[config.mk]
export PLATFORM = sky130hd
export DESIGN_NAME = game_control
export DESIGN_NICKNAME = d
export VERILOG_FILES = /design/src/rtl/game_pkg.sv /design/src/rtl/game_control_frame_ticker.sv /design/src/rtl/game_control.sv
export SDC_FILE = /design/constraint.sdc
export NUM_CORES = 1
export LEC_CHECK = 0
export CORE_ASPECT_RATIO = 2
export CORE_MARGIN = 3
export CORE_UTILIZATION = 33
export CTS_CLUSTER_DIAMETER = 40
export DETAILED_ROUTE_END_ITERATION = 10
export MAX_ROUTING_LAYER = met4
export PLACE_DENSITY_LB_ADDON = 0.1
export SLEW_MARGIN = 10
export SYNTH_ARGS = -nofsm -noshare
export SYNTH_HDL_FRONTEND = slang
export SYNTH_HIERARCHICAL = 1
export SYNTH_SLANG_ARGS = --single-unit
[constraint.sdc]
create_clock -name clock -period 3.1 [get_ports clock]
set_input_delay 0.465 -clock clock [delete_from_list [all_inputs] [get_ports clock]]
set_output_delay 0.465 -clock clock [all_outputs]
set_load 0.01 [all_outputs]
[src/rtl/game_pkg.sv]
// Shared encodings for the game datapath: sequencer states, direction codes and ON/OFF levels.
package game_pkg;

  typedef enum logic [2:0] {
    S_INIT  = 3'd0,
    S_IDLE  = 3'd1,
    S_REG   = 3'd2,
    S_APPLY = 3'd3,
    S_DMAP  = 3'd4,
    S_DLINK = 3'd5
  } state_t;

  localparam logic [2:0] NO_ACTION = 3'd0;
  localparam logic [2:0] ATTACK    = 3'd1;
  localparam logic [2:0] UP        = 3'd2;
  localparam logic [2:0] DOWN      = 3'd3;
  localparam logic [2:0] LEFT      = 3'd4;
  localparam logic [2:0] RIGHT     = 3'd5;

  localparam logic ON  = 1'b1;
  localparam logic OFF = 1'b0;

  function automatic logic is_draw(input state_t s);
    return (s == S_DMAP) || (s == S_DLINK);
  endfunction

endpackage

[src/rtl/game_control_frame_ticker.sv]
// Frame pacing counter: counts FRAME_CYCLES-1 down to 0 and emits a registered one-cycle tick per frame.
module frame_ticker
  import game_pkg::*;
#(
  parameter int FRAME_CYCLES = 833334,
  parameter int CNT_W        = 20
) (
  input  logic clock,
  input  logic resetn,
  input  logic run,
  output logic tick
);

  localparam logic [CNT_W-1:0] RELOAD = CNT_W'(FRAME_CYCLES - 1);

  logic [CNT_W-1:0] count_reg;
  logic             tick_reg;

  // While not running the counter parks at the reload value so a new game starts on a full frame.
  always_ff @(posedge clock) begin
    if (!resetn) begin
      count_reg <= RELOAD;
      tick_reg  <= OFF;
    end else if (!run) begin
      count_reg <= RELOAD;
      tick_reg  <= OFF;
    end else begin
      tick_reg  <= (count_reg == '0);
      count_reg <= (count_reg == '0) ? RELOAD : count_reg - 1'b1;
    end
  end

  assign tick = tick_reg;

endmodule

[src/rtl/game_control.sv]
// Per-frame sequencer for the character, map and collision responders.
// Optional draw-phase watchdog enabled by defining GAME_CONTROL_TIMEOUT_EN.
module game_control
  import game_pkg::*;
#(
  parameter int FRAME_CYCLES = 833334,
  parameter int CNT_W        = 20
`ifdef GAME_CONTROL_TIMEOUT_EN
  ,
  parameter int TIMEOUT_CYCLES = 4096
`endif
) (
  input  logic       clock,
  input  logic       resetn,
  input  logic       start,
  input  logic       map_draw_done,
  input  logic       link_draw_done,
  output logic       init,
  output logic       idle,
  output logic       reg_action,
  output logic       apply_action,
  output logic       draw_map,
  output logic       draw_link,
  output logic       frame_overrun,
  output logic [7:0] overrun_count
`ifdef GAME_CONTROL_TIMEOUT_EN
  ,
  output logic       draw_timeout
`endif
);

  state_t     state_reg, state_next;
  logic       first_cycle_reg;
  logic       tick_pending_reg;
  logic       frame_overrun_reg;
  logic [7:0] overrun_count_reg;
  logic       tick;
  logic       overrun_evt;
  logic       timeout_hit;

  frame_ticker #(
    .FRAME_CYCLES(FRAME_CYCLES),
    .CNT_W       (CNT_W)
  ) u_ticker (
    .clock (clock),
    .resetn(resetn),
    .run   (state_reg != S_INIT),
    .tick  (tick)
  );

  // A tick is missed when the loop is busy, or when one frame is already queued.
  assign overrun_evt = tick && ((state_reg != S_IDLE) || tick_pending_reg);

`ifdef GAME_CONTROL_TIMEOUT_EN
  localparam int WD_W = ($clog2(TIMEOUT_CYCLES) + 1 > 12) ? $clog2(TIMEOUT_CYCLES) + 1 : 12;

  logic [WD_W-1:0] wd_reg;
  logic            draw_timeout_reg;

  assign timeout_hit = is_draw(state_reg) && (wd_reg == WD_W'(TIMEOUT_CYCLES - 1));

  always_ff @(posedge clock) begin
    if (!resetn) begin
      wd_reg           <= '0;
      draw_timeout_reg <= OFF;
    end else begin
      if (state_next != state_reg)
        wd_reg <= '0;
      else if (is_draw(state_reg))
        wd_reg <= wd_reg + 1'b1;
      if (timeout_hit)
        draw_timeout_reg <= ON;
    end
  end

  assign draw_timeout = draw_timeout_reg;
`else
  assign timeout_hit = OFF;
`endif

  always_comb begin
    state_next = state_reg;
    case (state_reg)
      S_INIT:  if (start) state_next = S_IDLE;
      S_IDLE:  if (tick || tick_pending_reg) state_next = S_REG;
      S_REG:   state_next = S_APPLY;
      S_APPLY: state_next = S_DMAP;
      // Done flags may still be high from the previous phase during the first cycle.
      S_DMAP:  if (map_draw_done && !first_cycle_reg) state_next = S_DLINK;
      S_DLINK: if (link_draw_done && !first_cycle_reg) state_next = S_IDLE;
      default: state_next = S_INIT;
    endcase
    if (timeout_hit)
      state_next = S_IDLE;
  end

  always_ff @(posedge clock) begin
    if (!resetn) begin
      state_reg         <= S_INIT;
      first_cycle_reg   <= OFF;
      tick_pending_reg  <= OFF;
      frame_overrun_reg <= OFF;
      overrun_count_reg <= '0;
    end else begin
      state_reg       <= state_next;
      first_cycle_reg <= is_draw(state_next) && (state_next != state_reg);
      if (overrun_evt)
        tick_pending_reg <= ON;
      else if (state_reg == S_IDLE && state_next == S_REG)
        tick_pending_reg <= OFF;
      if (overrun_evt) begin
        frame_overrun_reg <= ON;
        if (overrun_count_reg != 8'hFF)
          overrun_count_reg <= overrun_count_reg + 8'd1;
      end
    end
  end

  always_comb begin
    init         = OFF;
    idle         = OFF;
    reg_action   = OFF;
    apply_action = OFF;
    draw_map     = OFF;
    draw_link    = OFF;
    case (state_reg)
      S_INIT:  init         = ON;
      S_IDLE:  idle         = ON;
      S_REG:   reg_action   = ON;
      S_APPLY: apply_action = ON;
      S_DMAP:  draw_map     = ON;
      S_DLINK: draw_link    = ON;
      default: init         = ON;
    endcase
  end

  assign frame_overrun = frame_overrun_reg;
  assign overrun_count = overrun_count_reg;

endmodule

==> impl_metrics.ini <==
[route]
wl_per_cell_um = 13.9
vias = 1493
drt_iter0_markers = 54
viasPerCell = 5.43
wl_um = 3820
postRouteAntennaNets = 0
drc_errors = 0
first_pass_iters = 4

[final_layout]
syn2layout_area_growth_pct = 19.0
largest_reg_flops = 20
mostFrequentLayoutCell = dfxtp_1
most-common-layout-cells = dfxtp_1 (35), nor2_1 (25), clkdlybuf4s50_1 (19)
nets = 225
num_antenna_cells = 0
layout-drive-gt1-share_pct = 9.63

[pwr]
p_leak_nw = 0.668
p_seq_share_pct = 53.3
switching_share_pct = 21.3
clkPwrFrac_pct = 42.4
ir_worst_vdd_v = 0.000335
internal-power_uw = 672
p_comb_share_pct = 4.3
p_per_area_nw_per_um2 = 412
p_sw_uw = 182

[critical_path]
cp_cell_sequence = nor2b_1 > nor2b_1 > clkdlybuf4s50_1
cp_common_cell = nor2b_1
crit_path_top_delay_cell = clkdlybuf4s50_1
worstPathRequired_ns = 2.63
startpoint_type = flop
crit_fanout = 12
r2r_cells = 4
cpPeakStageDelay_ns = 0.56
path_class = flop to output pin
cp_data_arrival_time_ns = 1.84
cp-end-kind = output pin

[yosys]
syn_avg_cell_area_um2 = 8.85
ys_ff_latch = 35
synth_cell_type_count = 45
synthArstFlopShare_pct = 0
syn_area_um2 = 1740
yosysSeqAreaShare_pct = 40.2
synth_warnings = 6
synth_fp_nets = 205
syn_inst = 197
synth_top_flop_cell = dfxtp_1
synth-edff-count = 0

[clocking]
postCtsHoldBufs = 0
clock-root-buffer = clkbuf_8
cts_resized = 0
cts_sinks = 35
clock_path_buffers = 2
cts_made_buffers = 5
path_clk_slew_ns = 0.07
clk_latency_ns = 0.28
cts_max_level = 2
cts_setup_buffers = 0
cts_tree = done

[floorplanning]
die_x_um = 57.4
rows = 36
die_area_um2 = 6240
start_util_pct = 34.9
ios = 20
core_um2 = 5000
die_h_um = 109

[global_routing]
grt_pass1_vias = 1550
grt_first_pass_wirelength_um = 6820
grt_overflow = 0
antenna_found_initial = 0
grt_max_degree = 14
grt_usage_pct = 14.1

[timing]
rsz0062_at_grt = false
min_period_ns = 2.31
finalCritPeriodShare_pct = 74.4
hold_viol = 0
tightest_slew_ns = 0.587
slew_headroom_pct = 60.7
setup_viol = 0
fmax_ghz = 0.433
slew_violations = 0
fin_worst_skew_ns = 0.00344
holdWs_ns = 0.418
setup_tns_ns = 0

[placement]
io_buffers = 19
globalplace.congestion = 0.782
dp.final_hpwl_um = 2900

[worst_hold_path]
holdPathStages = 1
holdCritPathClass = flop to flop

[outcome]
status = completed

[flow_run]
maxCapViolCount = 0
[layout make-up]
class / instances / area [um^2]
fill: 517 / 2930
multi-input combinational: 151 / 978
sequential: 35 / 701
timing repair buffer: 19 / 190
clock buffer: 8 / 100
tap: 57 / 71.3
inverter: 5 / 32.5
[power groups by stage]
stage	sequential, mW	combinational [mW]	clock [mW]
floorplan	0.464	0.0249	0
global placement	0.466	0.0373	0
detailed placement	0.466	0.0373	0
CTS	0.456	0.0376	0.376
global route	0.456	0.0412	0.393
finish	0.456	0.0368	0.362
[synth_stat cells, types with 2 or more instances]
cell	count	area [um^2]
or3_1	7	43.8
o31ai_1	2	15.0
xnor2_1	6	52.6
clkbuf_1	4	15.0
nor2_1	25	93.8
nand2b_1	2	12.5
or4_1	4	30.0
nor3_1	8	40.0
inv_1	4	15.0
nor4_4	2	42.5
nor3b_1	3	22.5
nand2_1	18	67.6
a21oi_1	9	45.0
dfxtp_1	35	701
nand4_1	6	37.5
nor2b_1	7	43.8
xor2_1	8	70.1
ha_1	3	37.5
nand3_1	10	50.1
and2_1	2	12.5
nor4_1	3	18.8
o21ai_0	6	30.0
[metal layers]
metal	track usage [%]	wire length, um	vias up	share of wire, %
li1	-	-	737	-
met1	13.3	1410	727	37
met2	26.7	2230	25	58
met3	2.61	123	4	3.2
met4	5.97	54	0	1.4
met5	-	0	-	0
[critical path, delay by kind of cell, from the launching register on]
kind	cells	cell delay, ns
buf+inv	1	0.56
flops	1	0.54
simple gates	2	0.47
[cells by family after synthesis]
kind of cell / after synthesis / synth area share (%)
flip-flops: 35 / 40.2
XOR/XNOR: 14 / 7.04
AND/OR/NAND/NOR: 106 / 35.7
adder cells (fa/ha/maj): 4 / 2.73
buffers and inverters: 11 / 3.66
multiplexers: 2 / 1.87
AO/OA/AOI/OAI: 25 / 8.83
[final timing paths]
| check | start | end | slack (ns) |
|---|---|---|---|
| min reg2reg | u_ticker/count_reg[0]$_SDFF_PP1_ | u_ticker/count_reg[0]$_SDFF_PP1_ | 0.42 |
| max | state_reg[0]$_SDFF_PN0_ | idle | 0.79 |
| max reg2reg | state_reg[2]$_SDFF_PN0_ | overrun_count[7]$_SDFFE_PN0P_ | 1.14 |
| min | u_ticker/count_reg[0]$_SDFF_PP1_ | u_ticker/count_reg[0]$_SDFF_PP1_ | 0.42 |
[through the flow]
| stage | utilization, % | worst slack (ns) | cells | total power, mW | cell area (um^2) |
|---|---|---|---|---|---|
| 4_1_cts | 41.5 | 0.778 | 275 | 0.869 | 2070 |
| 2_1_floorplan | - | 1.38 | 197 | 0.488 | 1740 |
| 5_1_grt | 41.5 | 0.671 | 275 | 0.890 | 2070 |
| 3_5_place_dp | 39.5 | 1.10 | 267 | 0.503 | 1970 |
| 3_3_place_gp | 39.5 | 1.16 | 267 | 0.503 | 1970 |
| 6_report | 41.5 | 0.793 | 275 | 0.854 | 2070 |
No activity file was read; power rests on OpenSTA's default activity.
==> variant: new RTL, same flow settings <==
The 6 states of `state_t` get a Gray code encoding in 3 bits.
--- a/src/rtl/game_pkg.sv
+++ b/src/rtl/game_pkg.sv
@@ -3,10 +3,10 @@
 
   typedef enum logic [2:0] {
-    S_INIT  = 3'd0,
-    S_IDLE  = 3'd1,
-    S_REG   = 3'd2,
-    S_APPLY = 3'd3,
-    S_DMAP  = 3'd4,
-    S_DLINK = 3'd5
+    S_INIT  = 3'b000,
+    S_IDLE  = 3'b001,
+    S_REG   = 3'b011,
+    S_APPLY = 3'b010,
+    S_DMAP  = 3'b110,
+    S_DLINK = 3'b111
   } state_t;
 
Check against the original RTL: no difference found for any inputs over 10 cycles, from zero or initial values and one cycle with resetn low; not proved beyond that.
==> variant against the original RTL <==
Sequential share of layout area increased by 0.43 points. Utilization decreased by 0.53 points. Synthesized cell count increased by 3.0%. Register-to-register slack improved by 160 ps. Die area increased by 0.40%. Sequential cell count unchanged. Cell area decreased by 1.3%. Largest cell class unchanged. Critical path type unchanged. Setup slack improved by 21 ps. Non-clock buffer count unchanged. Maximum frequency increased by 0.90%. Routed wire length increased by 2.3%. Highest routed layer unchanged. Area after synthesis increased by 0.43%.
Power is not compared: it rests on default switching activity, and its combinational part moved more than twofold at a synthesized area within 25%.
==> variant: results (changes against the original RTL) <==
* Syn Nets at 211 (was 205)
* Worst-path fanout max at 9 (was 12)
* Fin nets at 231 (was 225)
* Outcome: finished clean (unchanged)
* WL met2 at 2287 um (was 2230 um)
* DP Wirelength at 2947 um (was 2902 um)
* Iteration-0 DRC Markers at 72 (was 54)
* Routing usage on met1 at 0.1335 (was 0.1326)
* # fillers at 541 (was 517)
* First-pass GRT wire length at 6658 um (was 6817 um)
* Routed wl met3 at 101 um (was 123 um)
* Critical path arrival at 1820 ps (was 1840 ps)
* Vias in the first global route at 1,419 (was 1,550)
* DP Area at 0.001974 sq mm (was 0.001973 sq mm)
* FF-to-FF setup slack at 1300 ps (was 1140 ps)
* Final Hold Slack at 414.3 ps (was 417.8 ps)
* Met3 Usage GRT at 0.02962 (was 0.02607)
* Commonest cells in the netlist: dfxtp_1, nor2_1, nand2_1 (unchanged)
* Worst-Margin Slew at 574.4 ps (was 586.5 ps)
* Wirelength per Cell at 14.00 um (was 13.89 um)
* Gr usage total at 0.1411 (was 0.1406)
* Via count at 1,513 (was 1,493)
* FF-to-FF Start: u_ticker/count_reg[5]$_SDFF_PP1_ (was state_reg[2]$_SDFF_PN0_)
* M1 WL at 1484 um (was 1410 um)
* Cell variety after synth at 48 (was 45)
* Layout cell share with drive strength beyond 1 at 0.08108 (was 0.09633)
* Largest net degree at the start of global routing at 13 (was 14)
* Max Clk Rate at 437.4 MHz (was 433.5 MHz)
[variant: cell count changes after synthesis, sizes merged, moves of 3 or more]
cell and delta:
clkbuf -3, a31oi +3, nor2b -5, buf +3, inv +6, a21oi -3
[variant: worst paths after layout]
path,to
max,idle
min,u_ticker/count_reg[0]$_SDFF_PP1_
max reg2reg,u_ticker/count_reg[11]$_SDFF_PP0_
min reg2reg,u_ticker/count_reg[0]$_SDFF_PP1_
[variant: area by class of cell]
type                       count  area share
clock buffer                   6     0.03545
inverter                      10     0.01834
sequential                    35      0.3423
tap                           57     0.03484
multi-input combinational    152      0.4762
timing repair buffer          19     0.09291
[variant: through the flow]
| stage | instances | power [mW] |
|---|---|---|
| 2_1_floorplan | 203 | 0.5278 |
| 3_3_place_gp | 273 | 0.5540 |
| 3_5_place_dp | 273 | 0.5539 |
| 4_1_cts | 279 | 0.8530 |
| 5_1_grt | 279 | 0.8823 |
| 6_report | 279 | 0.8396 |
[variant: power groups by stage]
stage | Combinational [mW] | Clock [mW] | Sequential (mW)
final | 0.0760 | 0.297 | 0.466
after global routing | 0.0859 | 0.329 | 0.467
after CTS | 0.0777 | 0.309 | 0.466
after detailed placement | 0.0775 | 0 | 0.476
after global placement | 0.0773 | 0 | 0.477
after floorplan | 0.0588 | 0 | 0.469
[variant: worst max-delay path: stages (launching register included)]
cell             delay, ps
dfxtp_1                480
inv_1                  190
nor3_1                 280
clkdlybuf4s50_1        590
[variant: cells by family (layout without fill, tap and decap cells)]
kind of cell             count (synthesis)  count (layout)  synth area share
AND/OR/NAND/NOR                        102             102            0.3388
flip-flops                              35              35            0.4003
AO/OA/AOI/OAI                           31              31            0.1151
buffers and inverters                   16              35           0.04289
XOR/XNOR                                14              14           0.07005
adder cells (fa/ha/maj)                  4               4           0.02716
multiplexers                             1               1          0.005719
